$ cat config.mk
export PLATFORM = sky130hd
export DESIGN_NAME = ucode_rom_arbiter_flat
export DESIGN_NICKNAME = d
export VERILOG_FILES = /design/src/rtl/ucode_rom_arbiter_if.sv /design/src/rtl/ucode_rom_arbiter.sv /design/src/flat_wrapper.sv
export SDC_FILE = /design/constraint.sdc
export NUM_CORES = 1
export LEC_CHECK = 0
export BUFFER_PORTS_ARGS = -buffer_cell sky130_fd_sc_hd__buf_2
export CAP_MARGIN = 30
export CORE_AREA = 2 2 58 60
export DETAILED_ROUTE_END_ITERATION = 10
export DIE_AREA = 0 0 60 62
export PLACE_DENSITY = 0.8
export SETUP_SLACK_MARGIN = 0.3
export SYNTH_ARGS = -nofsm -noshare
export SYNTH_HDL_FRONTEND = slang
export SYNTH_SLANG_ARGS = --single-unit
$ cat constraint.sdc
create_clock -name clk -period 1.5 [get_ports clk]
set_input_delay 0.45 -clock clk [delete_from_list [all_inputs] [get_ports clk]]
set_output_delay 0.45 -clock clk [all_outputs]
set_load 0.005 [all_outputs]
$ cat src/rtl/ucode_rom_arbiter_if.sv
// Bus bundle between the control-unit fetch paths, the micro-code ROM and the ROM arbiter.
// The arbiter uses the slave modport; the requester/ROM side uses the master modport.
interface ucode_rom_arbiter_if #(
    parameter int ADDR_W = 8,
    parameter int DATA_W = 32
);
    logic              flush_pipeline;
    logic              norm_req;
    logic [ADDR_W-1:0] norm_addr;
    logic              norm_gnt;
    logic              norm_rvalid;
    logic [DATA_W-1:0] norm_rdata;
    logic              spec_req;
    logic [ADDR_W-1:0] spec_addr;
    logic              spec_gnt;
    logic              spec_rvalid;
    logic [DATA_W-1:0] spec_rdata;
    logic              rom_en;
    logic [ADDR_W-1:0] rom_addr;
    logic [DATA_W-1:0] rom_data;
    logic              spec_starved;

    modport slave (
        input  flush_pipeline, norm_req, norm_addr, spec_req, spec_addr, rom_data,
        output norm_gnt, norm_rvalid, norm_rdata, spec_gnt, spec_rvalid, spec_rdata,
        output rom_en, rom_addr, spec_starved
    );

    modport master (
        output flush_pipeline, norm_req, norm_addr, spec_req, spec_addr, rom_data,
        input  norm_gnt, norm_rvalid, norm_rdata, spec_gnt, spec_rvalid, spec_rdata,
        input  rom_en, rom_addr, spec_starved
    );
endinterface

$ cat src/rtl/ucode_rom_arbiter.sv
// Single-port micro-code ROM arbiter for the normal and speculative fetch paths, with starvation
// priority handover and flush cancel. Define UCODE_ARB_MERGE_EN to merge equal-address requests.
module ucode_rom_arbiter #(
    parameter int ADDR_W       = 8,
    parameter int DATA_W       = 32,
    parameter int STARVE_LIMIT = 3
) (
    input logic                  clk,
    input logic                  rst,
    ucode_rom_arbiter_if.slave   bus
);
    localparam logic [2:0] LIMIT = 3'(STARVE_LIMIT);

    logic [2:0] starve_cnt_reg;
    logic [2:0] starve_cnt_next;
    logic       norm_own_reg;
    logic       spec_own_reg;

    logic       norm_gnt;
    logic       spec_gnt;
    logic       starved;
    logic       active;
    logic       same_addr;

    always_comb begin
        starved   = (starve_cnt_reg == LIMIT);
        // Grants are suppressed while reset is asserted or a flush is in progress.
        active    = rst && !bus.flush_pipeline;
`ifdef UCODE_ARB_MERGE_EN
        same_addr = (bus.norm_addr == bus.spec_addr);
`else
        same_addr = 1'b0;
`endif
        norm_gnt  = 1'b0;
        spec_gnt  = 1'b0;
        if (active) begin
            if (bus.norm_req && bus.spec_req) begin
                if (same_addr) begin
                    norm_gnt = 1'b1;
                    spec_gnt = 1'b1;
                end else if (starved) begin
                    spec_gnt = 1'b1;
                end else begin
                    norm_gnt = 1'b1;
                end
            end else begin
                norm_gnt = bus.norm_req;
                spec_gnt = bus.spec_req;
            end
        end
    end

    // Saturating count of consecutive denied speculative cycles; flush and grant both clear it.
    always_comb begin
        starve_cnt_next = 3'd0;
        if (bus.spec_req && !spec_gnt && !bus.flush_pipeline) begin
            starve_cnt_next = starved ? starve_cnt_reg : starve_cnt_reg + 3'd1;
        end
    end

    always_ff @(posedge clk) begin
        if (!rst) begin
            starve_cnt_reg <= 3'd0;
            norm_own_reg   <= 1'b0;
            spec_own_reg   <= 1'b0;
        end else begin
            starve_cnt_reg <= starve_cnt_next;
            norm_own_reg   <= norm_gnt;
            spec_own_reg   <= spec_gnt;
        end
    end

    assign bus.norm_gnt     = norm_gnt;
    assign bus.spec_gnt     = spec_gnt;
    assign bus.rom_en       = norm_gnt | spec_gnt;
    assign bus.rom_addr     = norm_gnt ? bus.norm_addr :
                              spec_gnt ? bus.spec_addr : {ADDR_W{1'b1}};
    assign bus.spec_starved = starved;
    assign bus.norm_rvalid  = norm_own_reg;
    assign bus.spec_rvalid  = spec_own_reg;
    assign bus.norm_rdata   = norm_own_reg ? bus.rom_data : {DATA_W{1'b0}};
    assign bus.spec_rdata   = spec_own_reg ? bus.rom_data : {DATA_W{1'b0}};
endmodule

$ cat src/flat_wrapper.sv
// flat-port wrapper written by rule: the top's interface ports become plain ports
module ucode_rom_arbiter_flat 
#(
    parameter int ADDR_W       = 8,
    parameter int DATA_W       = 32,
    parameter int STARVE_LIMIT = 3
)
  (clk, rst, bus_flush_pipeline, bus_norm_req, bus_norm_addr, bus_spec_req, bus_spec_addr, bus_rom_data, bus_norm_gnt, bus_norm_rvalid, bus_norm_rdata, bus_spec_gnt, bus_spec_rvalid, bus_spec_rdata, bus_rom_en, bus_rom_addr, bus_spec_starved);
  ucode_rom_arbiter_if #(.ADDR_W(ADDR_W), .DATA_W(DATA_W)) bus_i ();
  input logic clk;
  input logic rst;
  input wire logic [$bits(bus_i.flush_pipeline)-1:0] bus_flush_pipeline;
  input wire logic [$bits(bus_i.norm_req)-1:0] bus_norm_req;
  input wire logic [$bits(bus_i.norm_addr)-1:0] bus_norm_addr;
  input wire logic [$bits(bus_i.spec_req)-1:0] bus_spec_req;
  input wire logic [$bits(bus_i.spec_addr)-1:0] bus_spec_addr;
  input wire logic [$bits(bus_i.rom_data)-1:0] bus_rom_data;
  output wire logic [$bits(bus_i.norm_gnt)-1:0] bus_norm_gnt;
  output wire logic [$bits(bus_i.norm_rvalid)-1:0] bus_norm_rvalid;
  output wire logic [$bits(bus_i.norm_rdata)-1:0] bus_norm_rdata;
  output wire logic [$bits(bus_i.spec_gnt)-1:0] bus_spec_gnt;
  output wire logic [$bits(bus_i.spec_rvalid)-1:0] bus_spec_rvalid;
  output wire logic [$bits(bus_i.spec_rdata)-1:0] bus_spec_rdata;
  output wire logic [$bits(bus_i.rom_en)-1:0] bus_rom_en;
  output wire logic [$bits(bus_i.rom_addr)-1:0] bus_rom_addr;
  output wire logic [$bits(bus_i.spec_starved)-1:0] bus_spec_starved;
  assign bus_i.flush_pipeline = bus_flush_pipeline;
  assign bus_i.norm_req = bus_norm_req;
  assign bus_i.norm_addr = bus_norm_addr;
  assign bus_i.spec_req = bus_spec_req;
  assign bus_i.spec_addr = bus_spec_addr;
  assign bus_i.rom_data = bus_rom_data;
  assign bus_norm_gnt = bus_i.norm_gnt;
  assign bus_norm_rvalid = bus_i.norm_rvalid;
  assign bus_norm_rdata = bus_i.norm_rdata;
  assign bus_spec_gnt = bus_i.spec_gnt;
  assign bus_spec_rvalid = bus_i.spec_rvalid;
  assign bus_spec_rdata = bus_i.spec_rdata;
  assign bus_rom_en = bus_i.rom_en;
  assign bus_rom_addr = bus_i.rom_addr;
  assign bus_spec_starved = bus_i.spec_starved;
  ucode_rom_arbiter #(.ADDR_W(ADDR_W), .DATA_W(DATA_W), .STARVE_LIMIT(STARVE_LIMIT)) u_core (.clk(clk), .rst(rst), .bus(bus_i));
endmodule
**Word-level counts from Yosys, hierarchy flattened**

Index checks and enable logic that the tools add are counted.

- Register bits after elaboration: 5

- Add/sub/neg operators: 1
- Equality and inequality tests: 1
- Multiplexer cells: 10
- Bitwise logic cells: 1
- Reductions and logical operators: 7

Operators with widths:

| kind | number |
|---|---|
| $mux W32 | 2 |
| $mux W8 | 2 |
| $mux W1 | 6 |
| $logic_and A1 B1 Y1 | 4 |
| $add A3 B1 Y3 const B | 1 |
| $eq A3 B2 Y1 const B | 1 |
| $logic_not A1 Y1 | 2 |
| $reduce_and A2 Y1 | 1 |
| $or A1 B1 Y1 | 1 |

**Longest topological paths before layout**

Gate-level depths: netlist of the first run.

- Word-level depth: 8
- Mapped depth: 5
- Depth with buffers taken out: 5

**Worst setup path after synthesis of the first run**

No wires, ideal clock.

- Path kind: flip-flop to output port
- From: register u_core.starve_cnt_reg[0]
- To: output port bus_rom_addr[0]
- Data arrival time: 1.144 ns
- Slack: -0.094 ns
- Stages on the path, launching flop included: 6
- Path buffers: 0
- Path through: dfxtp_1 > ha_1 > ha_1 > nand2_1 > nand3_2 > o22a_1

- Word-level cells in the longest chain between the ends: 6

RTL lines:

| item | line | source |
|---|---|---|
| start: declaration | ucode_rom_arbiter.sv:14 | `logic [2:0] starve_cnt_reg;` |
| start signal: assignment | ucode_rom_arbiter.sv:67 | `starve_cnt_reg <= starve_cnt_next;` |
| $eq A3 B2 Y1 (*) | ucode_rom_arbiter.sv:26 | `starved = (starve_cnt_reg == LIMIT);` |
| via bus_spec_starved | flat_wrapper.sv:26 | `output wire logic [$bits(bus_i.spec_starved)-1:0] bus_spec_starved;` |
| $mux W1 | ucode_rom_arbiter.sv:41 | `end else if (starved) begin` |
| $mux W1 | ucode_rom_arbiter.sv:37 | `if (bus.norm_req && bus.spec_req) begin` |
| $mux W1 | ucode_rom_arbiter.sv:36 | `if (active) begin` |
| $mux W8 | ucode_rom_arbiter.sv:77 | `spec_gnt ? bus.spec_addr : {ADDR_W{1'b1}};` |
| $mux W8 (*) | ucode_rom_arbiter.sv:76 | `assign bus.rom_addr = norm_gnt ? bus.norm_addr :` |
| end: declaration | flat_wrapper.sv:25 | `output wire logic [$bits(bus_i.rom_addr)-1:0] bus_rom_addr;` |

Mark *: on every way through the listed nets, which the timed path passes. The rest lies on a longest branch.

**Worst setup path after layout of the first run**

- From: register u_core.starve_cnt_reg[0]
- To: output port bus_rom_addr[3]

- Word-level cells in the longest chain between the ends: 6

RTL lines:

| item | line |
|---|---|
| $eq A3 B2 Y1 (*) | ucode_rom_arbiter.sv:26 |
| $mux W1 | ucode_rom_arbiter.sv:41 |
| $mux W1 | ucode_rom_arbiter.sv:37 |
| $mux W1 | ucode_rom_arbiter.sv:36 |
| $mux W8 | ucode_rom_arbiter.sv:77 |
| $mux W8 (*) | ucode_rom_arbiter.sv:76 |

Mark *: on every way between the ends. The rest lies on a longest branch, timed or not.

==> results of run 1 <==
==> cells in the final DEF, fill, tap and decap left out, drive strengths merged <==
cell,synthesis,layout
clkbuf,6,4
dfxtp,5,5
o22a,8,8
buf,0,153
nand3b,1,2
nor2b,2,2
nand3,2,3
o21a,1,1
nor2,3,3
ha,2,2
and2,64,64
nand2,1,1
inv,6,6
==> path summary, 6_finish.rpt <==
kind                            slack [ns]                startpoint                  endpoint
worst max-delay path                 -0.38  u_core.starve_cnt_reg[0]           bus_rom_addr[3]
worst min-delay path                  0.42  u_core.starve_cnt_reg[0]  u_core.starve_cnt_reg[0]
worst max register to register        0.36  u_core.starve_cnt_reg[0]    u_core.bus.norm_rvalid
worst min register to register        0.42  u_core.starve_cnt_reg[0]  u_core.starve_cnt_reg[0]
==> cell families after synthesis <==
kind of cell    Yosys count  synth area share
buf+inv                  12            0.0625
simple gates             73             0.656
flops                     5             0.139
fa+ha+maj                 2            0.0347
compound gates            9             0.108
==> area by class of cell <==
cell class	instances	area share
Clock buffer	4	0.0107
Inverter	6	0.00919
Multi-Input combinational cell	86	0.323
Sequential cell	5	0.0449
Tap cell	46	0.0235
Timing Repair Buffer	153	0.589
==> where the power goes <==
part	internal [mW]	switching, mW	total (mW)
Sequential	0.134	0.00784	0.142
Combinational	0.246	0.128	0.374
Clock	0.100	0.0514	0.152
==> metal layers <==
metal  vias up  track usage  share of wire
li1        630            -              -
met1       604        0.188           0.31
met5         -            0              0
met2        84        0.396           0.61
met4         0       0.0698         0.0042
met3         2       0.0269          0.070
==> stage by stage <==
stage	std cells	hold slack [ns]	instance area (µm²)
after global routing	300	0.431	2450
after global placement	278	0.414	1520
after CTS	295	0.424	2160
final	300	0.423	2450
after floorplan	101	0.408	756
after detailed placement	278	0.418	1520
==> worst reg2reg max path, delay by kind of cell, from the launching register on <==
family / cells / cell delay (ns)
buffers and inverters: 2 / 0.20
adders and majority gates: 2 / 0.33
DFF: 1 / 0.32
and+or+nand+nor: 2 / 0.23
==> what timing repair did <==
action,in CTS,in global routing
resized for setup,88,54
endpoints found under the setup margin,78,78
gates cloned,9,0
buffers inserted,4,5
pin swaps,34,4
==> flow_metrics.tcl, run 1 <==
set metrics [dict create \
    grt_max_degree 9 \
    antenna_found_initial 0 \
    cts_hold_buf 0 \
    ys_seq_area_frac 0.139 \
    yosysWarnings 0 \
    syn_avg_cell_area_um2 7.14 \
    irDropWorstVdd_v 0.000290 \
    insertion_delay_ns 0.24 \
    rows 21 \
    grt_pass1_wl_mm 5.21 \
    avgRoutedWirePerCell_um 15.0 \
    io_pins 131 \
    hold_viol_final 0 \
    io_buffers 130 \
    gp_congestion 0.723 \
    setup_tns_ns -6.35 \
    cts_sinks 5 \
    synth.most_common_cell "and2_1" \
    critical-path-max-stage-delay_ns 0.32 \
    end_kind "output port" \
    worst-path-max-fanout 5 \
    die_w_um 60 \
    initial_utilization 0.227 \
    area_growth_pct 240 \
    fin_skew_ns 0.00169 \
    largest_register_ffs 3 \
    cp.depth 6 \
    n_antenna_cell 0 \
    htree_levels 1 \
    drt_iter0_markers 51 \
    grt-ovfl-total 0 \
    synthTopCellsByArea "and2_1 (56%), dfxtp_1 (14%), o22a_1 (9.7%), ha_1 (3.5%), clkbuf_1 (3.1%)" \
    grt_pass1_vias 1144 \
    synth_top_area_share 0.556 \
    synth_edf_count 0 \
    synth-main-ff-cell "dfxtp_1" \
    status "complete, but fails checks" \
    p_per_area_nw_per_um2 273 \
    critPathSlowestCell "dfxtp_2" \
    critPathMostFrequentCell "ha_4" \
    yosys.area.top_type "and2_1" \
    vias_per_cell 4.40 \
    synth_fp_nets 156 \
    fin_crit_sh 1.26 \
    cp_data_required_time_ns 1.05 \
    pre_cts_ws_ns -0.226 \
    seq_area_um2 110 \
    synth_area_um2 721 \
    p_leak_nw 1.29 \
    violations "negative setup slack" \
    r2r_cells 6 \
    ant_nets 0 \
    drc_errors 0 \
    min_period_ns 1.88 \
    startpoint_type "register" \
    p_total_uw 668 \
    die_h_um 62 \
    path_class "reg -> out" \
    clock_path_buffers 2 \
    fin_util 0.771 \
    setup-violations-final 48 \
    synth_cell_types 14 \
    worst_slew_pin_slew_ns 0.268 \
    path_clk_slew_ns 0.04 \
    path_cells "ha_4, ha_4, nand2_2, nand3_2, o22a_1, buf_2" \
    vias 1320 \
    dr.pass1.iters 4 \
    worstPathArrival_ns 1.43 \
    hp-class "reg -> reg" \
    core_area_um2 3180 \
    rsz0062_at_grt "true" \
    slew_viol_final 0 \
    cpLargestDelayFamily "adder cells" \
    final.fill_count 223 \
    multi_input_area_um2 791 \
    synthCells 101 \
    tritoncts "done" \
    routed_wl_mm 4.49 \
    async_reset_ff_frac 0 \
    crit_buf_inv 1 \
    nNetsFinal 310 \
    synth-seq-cells 5 \
    dieArea_um2 3720 \
    root_buffer "clkbuf_4" \
    setup_ws_ns -0.383 \
    synth_common_cells "and2_1 (64), o22a_1 (8), clkbuf_1 (6), inv_1 (6), dfxtp_1 (5)" \
    max-cap-violations 0 \
    grt.total_usage 0.191 \
    drive_above_1_share 0.902 \
    maxSlewHeadroom 0.821 \
    fmax_mhz 531 \
    holdPathStages 1 \
    numCtsBuffers 3 \
]
(Power assumes the default switching activity.)
==> run 2: changes to the inputs <==
--- a/config.mk
+++ b/config.mk
@@ -5,11 +5,13 @@
 export SDC_FILE = /design/constraint.sdc
 export NUM_CORES = 1
 export LEC_CHECK = 0
+export ABC_AREA = 1
 export BUFFER_PORTS_ARGS = -buffer_cell sky130_fd_sc_hd__buf_2
 export CAP_MARGIN = 30
-export CORE_AREA = 2 2 58 60
+export CORE_AREA = 2 2 62 64
 export DETAILED_ROUTE_END_ITERATION = 10
-export DIE_AREA = 0 0 60 62
+export DIE_AREA = 0 0 64 66
+export GPL_TIMING_DRIVEN = 0
 export PLACE_DENSITY = 0.8
 export SETUP_SLACK_MARGIN = 0.3
 export SYNTH_ARGS = -nofsm -noshare
==> flow_metrics.tcl, run 2 <==
set metrics [dict create \
    core_area_um2 3550 \
    hold_viol_final 0 \
    p_leak_nw 1.91 \
    final_cell_mix "buf_2 (103), inv_1 (52), nand2_2 (42)" \
    slew_viol_final 0 \
    startpoint_type "register" \
    whs_ns 0.498 \
    grt-ovfl-total 0 \
    synthTopCellsByArea "inv_1 (36%), nand2_1 (28%), nand4_1 (11%), dfxtp_1 (10%), buf_2 (4.1%)" \
    stdcell_area_um2 2560 \
    gp_congestion 0.751 \
    path_class "reg -> out" \
    cp_data_required_time_ns 1.05 \
    synth_area_um2 988 \
    max-cap-violations 0 \
    holdPathEnd "u_core.starve_cnt_reg[2]" \
    die_h_um 66 \
    placed_area_um2 1750 \
    drt_iter0_markers 56 \
    io_buffers 130 \
    synth-seq-cells 5 \
    p_comb_frac 0.563 \
    ys_seq_area_frac 0.101 \
    irDropWorstVdd_v 0.000234 \
    p_per_area_nw_per_um2 264 \
    numCtsBuffers 3 \
    setup-violations-final 20 \
    vias_per_cell 4.27 \
    pre_cts_ws_ns -0.285 \
    fin_util 0.722 \
    root_buffer "clkbuf_4" \
    min_period_ns 1.83 \
    nNetsFinal 422 \
    swShare 0.381 \
    vias 1769 \
    setup_tns_ns -3.40 \
    area_growth_pct 159 \
    min_from "u_core.starve_cnt_reg[2]" \
    routed_wl_mm 4.72 \
    p_int_uw 419 \
    power.switching_uw 258 \
    drive_above_1_share 0.770 \
    fin_crit_sh 1.22 \
    critPathMostFrequentCell "ha_4" \
    tritoncts "done" \
    synth_cell_types 13 \
    final_common_cell "buf_2" \
    synthCells 213 \
    dp.cells 391 \
    drc_errors 0 \
    violations "negative setup slack" \
    hpwl_mm 2.83 \
    ant_nets 0 \
    n_antenna_cell 0 \
    synth_fp_nets 268 \
    synth_top_area_share 0.361 \
    p_total_uw 677 \
    clockPowerShare 0.229 \
    yosysWarnings 0 \
    worst-path-max-fanout 5 \
    htree_levels 1 \
    critPathSlowestCell "dfxtp_2" \
    clock_path_buffers 2 \
    regToRegEndpoint "u_core.starve_cnt_reg[1]" \
    initial_utilization 0.278 \
    fmax_mhz 547 \
    holdPathStages 2 \
    grt_pass1_wl_mm 6.18 \
    async_reset_ff_frac 0 \
    synth.most_common_cell "inv_1" \
    path_clk_slew_ns 0.05 \
    final_cells 414 \
    setup_ws_ns -0.328 \
    hp-class "reg -> reg" \
    r2r_cells 6 \
    maxSlewHeadroom 0.849 \
    worst_slew_pin_slew_ns 0.227 \
    die_w_um 64 \
    worstPathArrival_ns 1.38 \
    syn_avg_cell_area_um2 4.64 \
    cts_hold_buf 0 \
    io_pins 131 \
    yosys.area.top_type "inv_1" \
    critical-path-max-stage-delay_ns 0.35 \
    grt_pass1_vias 1459 \
    status "complete, but fails checks" \
    rows 22 \
    path_cells "ha_4, ha_4, inv_8, nand2_8, nand4_1, nand2_1, inv_1, buf_2" \
    power_frac_seq 0.208 \
    dieArea_um2 4220 \
    grt_max_degree 11 \
    end_kind "output port" \
    antenna_found_initial 0 \
    insertion_delay_ns 0.24 \
    avgRoutedWirePerCell_um 11.4 \
    rsz0062_at_grt "true" \
    final.fill_count 281 \
    synth_common_cells "inv_1 (95), nand2_1 (74), nand4_1 (17), buf_2 (8), dfxtp_1 (5)" \
    grt.total_usage 0.179 \
    timing.rr.start "u_core.starve_cnt_reg[1]" \
    cpLargestDelayFamily "flip-flops" \
    dr.pass1.iters 4 \
    r2r_setup_slack_ns 0.30 \
    crit_buf_inv 3 \
    cts_sinks 5 \
    largest_register_ffs 3 \
    fin_skew_ns 0.00707 \
    synth_edf_count 0 \
    synth-main-ff-cell "dfxtp_1" \
]
-- run 2: final cells by class --
class / count / area [µm²] / share of cell area
repair buffers: 148 / 1040 / 0.408
multi-input cells: 105 / 843 / 0.329
inverters: 95 / 372 / 0.145
flip-flops and latches: 5 / 110 / 0.0429
plain buffers: 9 / 108 / 0.0420
well taps: 48 / 60.1 / 0.0234
clock buffers: 4 / 26.3 / 0.0102
-- run 2: worst reg2reg max path, stage by stage (launching register included) --
cell and delay, ns:
dfxtp_2 0.33, ha_4 0.16, ha_4 0.19, buf_4 0.16, nand2_1 0.06, a21boi_2 0.14
nor2_1 0.05
-- run 2: logic make-up (layout without fill, tap and decap cells) --
| group | count (synthesis) | count (layout) | synth area share |
|---|---|---|---|
| AO/OA/AOI/OAI | 2 | 2 | 0.0127 |
| adder cells (fa/ha/maj) | 2 | 2 | 0.0253 |
| buffers and inverters | 104 | 256 | 0.413 |
| flip-flops | 5 | 5 | 0.101 |
| AND/OR/NAND/NOR | 100 | 101 | 0.448 |
-- run 2: what timing repair did --
action | 4_1_cts | 5_1_grt
gates resized for setup | 95 | 113
gates cloned | 7 | 0
setup buffers | 8 | 4
pin swaps | 28 | 21
endpoints found under the setup margin | 78 | 80
-- run 2: power groups by stage --
stage	Sequential [mW]	Combinational, mW	Clock [mW]
after floorplan	0.141	0.0965	0
after global placement	0.143	0.233	0
after detailed placement	0.143	0.237	0
after CTS	0.141	0.305	0.158
after global routing	0.141	0.410	0.169
final	0.141	0.381	0.155
-- run 2: worst max-delay path by stage --
stage | from | endpoint | slack (ns) | depth (start not counted)
global route | u_core.starve_cnt_reg[1] | bus_rom_addr[6] | -0.42 | 8
global placement | rst | bus_rom_addr[4] | -0.27 | 8
CTS | u_core.starve_cnt_reg[1] | bus_rom_addr[4] | -0.30 | 7
floorplan | rst | bus_rom_addr[3] | 0.07 | 6
detailed placement | rst | bus_rom_addr[4] | -0.28 | 8
finish | u_core.starve_cnt_reg[1] | bus_rom_addr[6] | -0.33 | 8
-- run 2: routing by layer --
metal	vias up	share of wire	track usage
met2	98	0.55	0.361
met3	6	0.083	0.0290
li1	888	-	-
met4	0	0.010	0.0462
met5	-	0	0
met1	777	0.35	0.188
